==> src/rtl/contador_nivel2.sv <==
`default_nettype none
// ============================================================================
// Module   : contador_nivel2 (+ contador_nivel2_digit)
// Brief    : M:SS down-counter (9:59..0:00) built from chained per-digit stages
// Revision : 1.0 - initial release
// ============================================================================

module contador_nivel2_digit #(
    parameter int MODULUS = 10
) (
    input  logic       clk,
    input  logic       rst_n,
    input  logic       load,
    input  logic       dec,
    input  logic [3:0] preset,
    output logic [3:0] count,
    output logic       is_zero
);

    localparam logic [3:0] c_MAX_DIGIT = 4'(MODULUS - 1);

    logic [3:0] r_count;
    logic [3:0] w_preset;

    // Out-of-range presets saturate to the digit's largest legal value
    assign w_preset = (preset > c_MAX_DIGIT) ? c_MAX_DIGIT : preset;
    assign is_zero  = (r_count == 4'd0);
    assign count    = r_count;

    always_ff @(posedge clk or negedge rst_n) begin
        if (!rst_n) begin
            r_count <= 4'd0;
        end else if (load) begin
            r_count <= w_preset;
        end else if (dec) begin
            r_count <= is_zero ? c_MAX_DIGIT : (r_count - 4'd1);
        end
    end

endmodule

module contador_nivel2 (
    input  logic [3:0] uni_sec,
    input  logic [3:0] dez_sec,
    input  logic [3:0] min,
    input  logic       clk,
    input  logic       enable,
    input  logic       load,
    output logic [3:0] count_us,
    output logic [3:0] count_ds,
    output logic [3:0] count_m,
    output logic       zero,
    input  logic       rst_n
);

    logic w_us_zero;
    logic w_ds_zero;
    logic w_m_zero;
    logic w_dec_us;
    logic w_dec_ds;
    logic w_dec_m;

    assign zero = w_us_zero & w_ds_zero & w_m_zero;

    // Gating on zero stops the chain at 0:00 instead of wrapping to 9:59
    assign w_dec_us = enable & ~zero;
    assign w_dec_ds = w_dec_us & w_us_zero;
    assign w_dec_m  = w_dec_ds & w_ds_zero;

    contador_nivel2_digit #(.MODULUS(10)) u_units (
        .clk     (clk),
        .rst_n   (rst_n),
        .load    (load),
        .dec     (w_dec_us),
        .preset  (uni_sec),
        .count   (count_us),
        .is_zero (w_us_zero)
    );

    contador_nivel2_digit #(.MODULUS(6)) u_tens (
        .clk     (clk),
        .rst_n   (rst_n),
        .load    (load),
        .dec     (w_dec_ds),
        .preset  (dez_sec),
        .count   (count_ds),
        .is_zero (w_ds_zero)
    );

    contador_nivel2_digit #(.MODULUS(10)) u_minutes (
        .clk     (clk),
        .rst_n   (rst_n),
        .load    (load),
        .dec     (w_dec_m),
        .preset  (min),
        .count   (count_m),
        .is_zero (w_m_zero)
    );

endmodule

`default_nettype wire

==> config.mk <==
export PLATFORM = sky130hd
export DESIGN_NAME = contador_nivel2
export DESIGN_NICKNAME = d
export VERILOG_FILES = /design/src/rtl/contador_nivel2.sv
export SDC_FILE = /design/constraint.sdc
export NUM_CORES = 1
export LEC_CHECK = 0
export CAP_MARGIN = 20
export CORE_MARGIN = 4
export CORE_UTILIZATION = 37
export DETAILED_ROUTE_END_ITERATION = 10
export GPL_ROUTABILITY_DRIVEN = 0
export PLACE_DENSITY = 0.82
export SYNTH_ARGS = -nofsm -noshare
export SYNTH_HDL_FRONTEND = slang
export SYNTH_HIERARCHICAL = 1
export SYNTH_SLANG_ARGS = --single-unit
==> constraint.sdc <==
create_clock -name clk -period 1.66 [get_ports clk]
set_input_delay 0.332 -clock clk [delete_from_list [all_inputs] [get_ports clk]]
set_output_delay 0.332 -clock clk [all_outputs]
set_load 0.02 [all_outputs]
; Word-level counts from Yosys, hierarchy flattened
; Cells that the tools add are included.
[word_totals]
register_bits = 12
latchBits = 0
mem_bits_rw = 0
rom_bits = 0
input_bits = 16
output_inout_bits = 13
wordCells = 33
n_memories = 0
[classes]
n_addsub = 3
multipliers = 0
n_div = 0
n_lt_le_gt_ge = 3
n_eq_ne = 0
n_shift = 0
n_mux = 12
bitwise = 6
reduce_logical = 6
[ops]
columns = op, n
row1 = 2-to-1 mux 4 bit, 12
row2 = zero test 4 bit, 3
row3 = subtractor 4 x 1 -> 4 bit (second input constant), 3
row4 = > comparator 4 bit (second input constant), 2
row5 = nonzero test 2 bit, 3
row6 = AND 1 bit, 5
row7 = > comparator 4 x 3 -> 1 bit (second input constant), 1
row8 = NOT 1 bit, 1

; Logic depth before layout (Yosys ltp)
; Gate-level depths: netlist (run 1).
[depth]
depth_word = 9
mapped_depth = 6
depth_no_buf = 6

; Cells and area by module
; Netlist (run 1), hierarchy kept.
[by_module_without_submodules]
columns = mod, instances, cells_per_inst, area_per_inst_um2, seq_area_each_um2
row1 = contador_nivel2_digit at u_minutes ..., 2, 23, 236.5, 100.1
row2 = contador_nivel2_digit at u_tens, 1, 22, 210.2, 100.1
row3 = contador_nivel2, 1, 5, 36.3, 0.0

; Least setup slack after synthesis (run 1)
; OpenSTA, ideal clock, no wires.
[synth_path]
path_type = register to register
startpoint = register u_units.r_count[2] (netlist: u_units/count[2])
endpoint = register u_minutes.r_count[2] (netlist: u_minutes/count[2])
setup_ns = 0.121
t_arrival_ns = 1.788
path_slack_ns = -0.249
path_stages_with_launch = 7
period_less_slack_ns = 1.909
cell_sequence = dfrtp_1 -> nor4_1 -> nand2_1 -> nor3b_1 -> nor3b_2 -> mux2i_1 -> o21ai_1
[synth_via]
elab_chain_cells = 8
[synth_rtl]
columns = element, line_no
row1 = from (decl), 22  ; logic [3:0] r_count;
row2 = from (signal assigned), 34  ; r_count <= w_preset;
row3 = from (signal assigned), 36  ; r_count <= is_zero ? c_MAX_DIGIT : (r_count - 4'd1);
row4 = zero test 4 bit (*), 27  ; assign is_zero = (r_count == 4'd0);
row5 = named net w_us_zero, 56  ; logic w_us_zero;
row6 = AND 1 bit (2 in series), 63  ; assign zero = w_us_zero & w_ds_zero & w_m_zero;
row7 = NOT 1 bit, 66  ; assign w_dec_us = enable & ~zero;
row8 = AND 1 bit, 66
row9 = AND 1 bit (*), 67  ; assign w_dec_ds = w_dec_us & w_us_zero;
row10 = AND 1 bit (*), 68  ; assign w_dec_m = w_dec_ds & w_ds_zero;
row11 = named net w_dec_m, 61  ; logic w_dec_m;
row12 = nonzero test 2 bit (no source line) (*), --
row13 = to (signal assigned), 34
row14 = to (signal assigned), 36
row15 = to (decl), 22
; The timed path passes the listed nets; every way through them passes the cells marked *.
; A chain may end at the register's enable or synchronous reset.

; Worst setup path after layout (run 1)
[layout_path]
startpoint = register u_units.r_count[1] (netlist: u_units/count[1])
endpoint = output zero
[layout_via]
elab_chain_cells = 3
[layout_rtl]
columns = element, line_no
row1 = zero test 4 bit, 27
row2 = named net w_us_zero, 56
row3 = AND 1 bit (2 in series), 63
row4 = to (decl), 52  ; output logic zero,
; The timed path passes the listed nets, and every way through them passes these cells.

==> summary.md, run 1 <==
| Metric | Value |
|---|---|
| Post-DRT Antenna Nets | 0 |
| Ant diodes | 0 |
| Register bit total from synthesis | 12 |
| Leak | between 0.0005 and 0.0006 uW |
| CP endpoint kind | primary output |
| Slew @ Worst Pin | roughly 0.55 ns |
| Hold Buf Count CTS | 0 |
| Buf/Inv on CP | 2 |
| Final setup fails | 9 |
| Failing checks | setup timing |
| Cell depth of the worst flop-to-flop path | 6 |
| Max incr delay on CP | about 0.42 ns |
| Synth Instances | 73 |
| Final Max Slew Viols | 0 |
| Post-synth top area cell | dfrtp_1 |
| Synth Warn # | 6 |
| Max-Slew Margin vs Limit | between 60 and 70% |
| CP top delay family | simple AND/OR/NAND/NOR gates |
| WS Path Type | flip-flop to primary output |
| Die Ht | between 50 and 60 um |
| CTS clk-pin slew, worst paths | about 0.080 ns |
| Cell variety after synth | 23 |
| Root Driver | clkbuf_4 |
| Register area share after synthesis | 41.74% |
| Clock sinks | 12 |
| F_max | about 550 MHz |
| DP Area | 1192 sq um |
| Vias in the first global route | around 800 |
| 1st-pass router iterations | 4 |
| Crit path time final | between 1.5 and 2 ns |
| Vias per inst | ~5.2 |
| Status | finished with violations |
| Tcrit/Tclk final | 110.1% |
| Crit path DAT | around 1.5 ns |
| Crit Reg-Reg Endpoint | u_minutes/count[2]$_DFFE_PN0P_ |
| Final worst-path setup slack | -0.1676 ns |
| Per-cell routed wire length | between 10 and 15 um |
| CTS Buffer Depth | 2 |
| PwrDens | 665.1 nW/um^2 |
| Worst skew pair latency | about 0.27 ns |
| H-tree depth | 1 |
| Fraction of layout cells with a size suffix above 1 | a little under a third |
| IO Port Bufs | 28 |
| Syn Nets | 89 |
| VDD IR-drop max | ~0.42 mV |
| Pin count of the biggest net entering global routing | 24 |
| Die area | 2714 sq um |
| Startpoint types | flip-flop |
| Fin Setup TNS | -0.7796 ns |
| FF-to-FF Start | u_units/count[1]$_DFFE_PN0P_ |
| Total GRT Usage | 17.31% |
| Design area | about 1300 sq um |
| # DRC | 0 |
| First-pass GRT wire length | around 3400 um |
| Final WL | 2165 um |
| Max-Cap Viols | 0 |
| DR vias | 768 |
| Total chip power | ~860 uW |
| Post-Syn Area per Cell | ~9.9 sq um |
| Syn Std Cell Area | between 700 and 800 sq um |
| RSZ-0062 raised after global routing | true |
| Starting density of the core | roughly 40% |
| Hold WS | a little over 0.4 ns |
| Grt total ovfl | 0 |
| Layout Skew | 0.01173 ns |
| Core footprint | 1783 sq um |
| Critical Path RT | roughly 1.3 ns |
| Antenna violations before repair | 0 |
| Top Ports | 29 |
| TritonCTS clock tree | yes |
| Detail Placement HPWL | ~1600 um |
| Final hold violations | 0 |
| CP max stage cell | dfrtp_1 |
| Crit. Startpoint | u_units/count[1]$_DFFE_PN0P_ |
| Synth area leaders | dfrtp_1 (42%), xnor2_1 (6.1%), o21ai_0 (5.6%), nor3b_2 (5.2%), nand2b_1 (4.3%) |
| Chip width | roughly 52 um |
| Area delta synth->final | 78.96% |
| Reg2reg setup slack | -0.13 ns |
| Nets | between 100 and 150 |
| TritonCTS Buffers | 3 |
| Crit-path max FO | 2 |
| Sequence of cells on the critical path | nor4_4 > buf_4 > and3_4 > buf_6 |
| Starting DRT DRC Count | 14 |
| Cell row count | 15 |
| Top-area cell type share of the netlist area | a little over two fifths |
| Min-Delay Path Class | input pin to asynchronous set/reset pin |
| Fin util | 72.21% |
==> what timing repair did <==
action                                  CTS  global route
endpoints found under the setup margin   21            11
pin swaps                                 3             4
resized for setup                        24             7
setup buffers                             0             1
==> sequential cells by signal, summed over array words and instances, names as in the netlist <==
name and cells:
u_minutes/count 4, u_tens/count 4, u_units/count 4
==> cell families (layout without fill, tap and decap cells) <==
group / Yosys count / in the layout / synth area share [%]
mux: 2 / 2 / 2.783
simple gates: 27 / 27 / 28.17
buf+inv: 1 / 52 / 0.5212
xor+xnor: 6 / 6 / 7.304
flops: 12 / 12 / 41.74
compound gates: 25 / 25 / 19.48
==> final cells by class <==
| type | count | area, sq um |
|---|---|---|
| Clock buffer | 4 | 26.28 |
| Fill cell | 148 | 495.5 |
| Inverter | 1 | 3.754 |
| Multi-Input combinational cell | 60 | 510.5 |
| Sequential cell | 12 | 302.8 |
| Tap cell | 25 | 31.28 |
| Timing Repair Buffer | 47 | 412.9 |
==> report_power, final <==
group          switching (uW)  total (uW)  internal (uW)
combinational             160         323            163
clock                    90.2         183           92.9
sequential               28.9         350            322
==> worst reg2reg max path, stage by stage (launching register included) <==
cell	delay [ns]
dfrtp_1	0.42
nor4_4	0.33
nand2_2	0.13
nor3b_4	0.26
nor3b_4	0.24
mux2i_1	0.21
o21ai_1	0.07
==> cell usage in the layout (no fill, tap or decap), types with 2 or more instances in the layout <==
master and instances:
a21oi_1 5, a22oi_1 3, buf_4 18, buf_6 2
clkbuf_4 3, clkdlybuf4s50_1 15, dfrtp_1 10, dfrtp_2 2
dlygate4sd2_1 12, mux2i_1 2, nand2_1 3, nand2b_1 5
nand3b_1 2, nor2_1 2, nor2b_1 2, nor3b_4 4
nor4_4 2, nor4b_4 2, o21a_1 2, o21ai_0 7
o21ai_1 6, xnor2_1 5
==> cell usage after synthesis (all sizes together) <==
master,number
a211oi,1
o21a,2
a21oi,6
nor4,3
or2b,1
a22oi,3
dfrtp,12
nor2,2
nand2b,5
o21ai,13
mux2i,2
nand3b,2
nand2,4
xor2,1
xnor2,5
nor3b,4
inv,1
and3,1
nor4b,2
nor2b,3
==> how the worst max path moves through the flow <==
stage | cells past startpoint | endpoint
final | 4 | zero
after global routing | 6 | u_minutes/count[2]$_DFFE_PN0P_
after CTS | 6 | u_minutes/count[2]$_DFFE_PN0P_
after detailed placement | 3 | zero
after global placement | 3 | zero
after floorplan | 6 | u_minutes/count[2]$_DFFE_PN0P_
==> layer usage <==
| metal | part of all wire [%] | vias up | wire length (um) | GRT usage, % |
|---|---|---|---|---|
| li1 | - | 370 | - | - |
| met1 | 40 | 368 | 862 | 19.11 |
| met2 | 53 | 26 | 1153 | 31.17 |
| met3 | 4.6 | 4 | 99 | 2.865 |
| met4 | 2.3 | 0 | 50 | 9.170 |
| met5 | 0 | - | 0 | 0 |
==> metrics by stage <==
stage,cells,worst slack (ns)
2_1_floorplan,73,-0.06636
3_3_place_gp,144,-0.2094
3_5_place_dp,144,-0.2691
4_1_cts,148,-0.09612
5_1_grt,149,-0.2672
6_report,149,-0.1676
No activity file was read; power rests on OpenSTA's default activity.
==> run 2: changes to the inputs <==
- CAP_MARGIN: 20 -> not set
- CORE_ASPECT_RATIO: not set -> 1.5
==> summary.md, run 2 (synthesis results as in run 1) <==
| Metric | Value |
|---|---|
| Final worst-path setup slack | -0.1245 ns |
| Max-Slew Margin vs Limit | ~65% |
| Starting density of the core | 39.30% |
| Die Ht | slightly above 60 um |
| F_max | approximately 560 MHz |
| Leak | approximately 0.00054 uW |
| Crit path DAT | between 1.5 and 2 ns |
| Per-cell routed wire length | between 10 and 15 um |
| Pin count of the biggest net entering global routing | 24 |
| Grt met2 use | a little under a third |
| Vias in the first global route | slightly below 800 |
| Total GRT Usage | 15.98% |
| Tcrit/Tclk final | 107.5% |
| CTS clk-pin slew, worst paths | ~0.070 ns |
| Commonest cells after routing, fill and taps aside | buf_4 (19), clkdlybuf4s50_1 (15), dlygate4sd2_1 (12) |
| Total chip power | approximately 870 uW |
| Crit path time final | roughly 1.8 ns |
| Die area | 2729 sq um |
| RSZ-0062 raised after global routing | true |
| Max-Cap Viols | 0 |
| IO Port Bufs | 28 |
| Detail Placement HPWL | 1559 um |
| DR vias | between 700 and 800 |
| Clock share of power | between 20% and 30% |
| Hold Buf Count CTS | 0 |
| H-tree depth | 1 |
| Min-Delay Path Class | input pin to asynchronous set/reset pin |
| Final WL | 2116 um |
| Cell row count | 19 |
| Core footprint | 1831 sq um |
| TritonCTS Buffers | 3 |
| # DRC | 0 |
| Ant diodes | 0 |
| Multi-input combinational cell area | roughly 540 sq um |
| Antenna violations before repair | 0 |
| 1st-pass router iterations | 5 |
| Startpoint types | flip-flop |
| Final setup fails | 6 |
| Area delta synth->final | 82.96% |
| Worst skew pair latency | 0.27 ns |
| Fraction of layout cells with a size suffix above 1 | between 30% and 40% |
| Clock sinks | 12 |
| CP endpoint kind | flip-flop |
| Root Driver | clkbuf_4 |
| Final hold violations | 0 |
| Met1 GRT Util | approximately 15% |
| Slew @ Worst Pin | about 0.52 ns |
| Final Max Slew Viols | 0 |
| Fin util | 71.91% |
| Critical Path RT | around 1.8 ns |
| Register area | ~300 sq um |
| TritonCTS clock tree | yes |
| Leading cell type in the layout, fill and taps excluded | buf_4 |
| Switching Fraction | between 30% and 40% |
| Post-DRT Antenna Nets | 0 |
| WS Path Type | flip-flop to flip-flop |
| Nets | ~140 |
| Logic pwr share | between 30% and 40% |
| First-pass GRT wire length | 3153 um |
| PwrDens | 663.2 nW/um^2 |
| Top Ports | 29 |
| Starting DRT DRC Count | 18 |
| Grt total ovfl | 0 |
| Gr busiest metal | met2 |
| CTS Buffer Depth | 2 |
| Layout Skew | ~0.0045 ns |
| Sequential power share | between 40% and 50% |
| Switching pwr | approximately 290 uW |
| Fill count | ~150 |
| Crit-path max FO | 3 |
| Vias per inst | around 5.2 |
| VDD IR-drop max | approximately 0.45 mV |
| Met3 Use GR | between 3 and 4% |
| Status | finished with violations |
| Failing checks | setup timing |
| Chip width | about 44 um |
| Int Power | a little under 600 uW |
run 2: cell count changes in the layout (fill, tap and decap cells not counted), sizes merged:
cell,previous run,this run
buf,20,21
run 2: final timing paths:
path                                                    from                              to  slack, ns  cells after the start
min in group clk                                      min[1]  u_minutes/count[1]$_DFFE_PN0P_       0.68                      3
worst min register to register   u_tens/count[3]$_DFFE_PN0P_     u_tens/count[3]$_DFFE_PN0P_       0.72                      3
worst max-delay path            u_units/count[2]$_DFFE_PN0P_  u_minutes/count[2]$_DFFE_PN0P_      -0.12                      6
worst max register to register  u_units/count[2]$_DFFE_PN0P_  u_minutes/count[2]$_DFFE_PN0P_      -0.12                      6
max in group asynchronous                              rst_n    u_units/count[3]$_DFFE_PN0P_       0.89                      1
worst min-delay path                                   rst_n  u_minutes/count[1]$_DFFE_PN0P_       0.40                      1
run 2: area by class of cell:
type                       count  area share (%)
multi-input combinational     60           40.78
inverter                       1          0.2852
tap                           21           1.996
timing repair buffer          48           31.94
sequential                    12           23.00
clock buffer                   4           1.996
run 2: stage by stage:
| stage | instances | setup slack, ns | hold slack [ns] | setup TNS, ns | instance area, sq um |
|---|---|---|---|---|---|
| after floorplan | 73 | -0.06636 | 0.03641 | -0.2114 | 745.7 |
| after global placement | 140 | -0.1930 | 0.6503 | -0.7086 | 1187 |
| after detailed placement | 140 | -0.2387 | 0.6759 | -1.036 | 1187 |
| after CTS | 145 | -0.1303 | 0.4082 | -0.3789 | 1240 |
| after global routing | 146 | -0.2104 | 0.4344 | -1.117 | 1316 |
| final | 146 | -0.1245 | 0.3970 | -0.3971 | 1316 |
run 2: worst max-delay path, cell delays in order (launching register included):
cell     delay, ns
dfrtp_2       0.43
nor4_4        0.30
nand2_2       0.12
nor3b_4       0.24
nor3b_4       0.26
mux2i_1       0.23
o21ai_1       0.08
run 2: what timing repair did:
action                                  4_1_cts  5_1_grt
pin swaps                                     3        8
endpoints found under the setup margin       19       11
endpoints found under the hold margin         0        0
buffers inserted                              1        3
resized for setup                            22       14
run 2: metal layers:
layer	routed length [um]	vias to the layer above
met5	0	-
met4	55	0
met3	87	7
met2	1233	19
met1	740	368
li1	-	371
run 2: power by group through the flow:
stage / registers, uW / clock network, uW / logic [uW]
5_1_grt: 358 / 207 / 356
6_report: 354 / 188 / 331
2_1_floorplan: 405 / 0 / 74.7
3_5_place_dp: 347 / 0 / 314
3_3_place_gp: 345 / 0 / 309
4_1_cts: 349 / 191 / 305
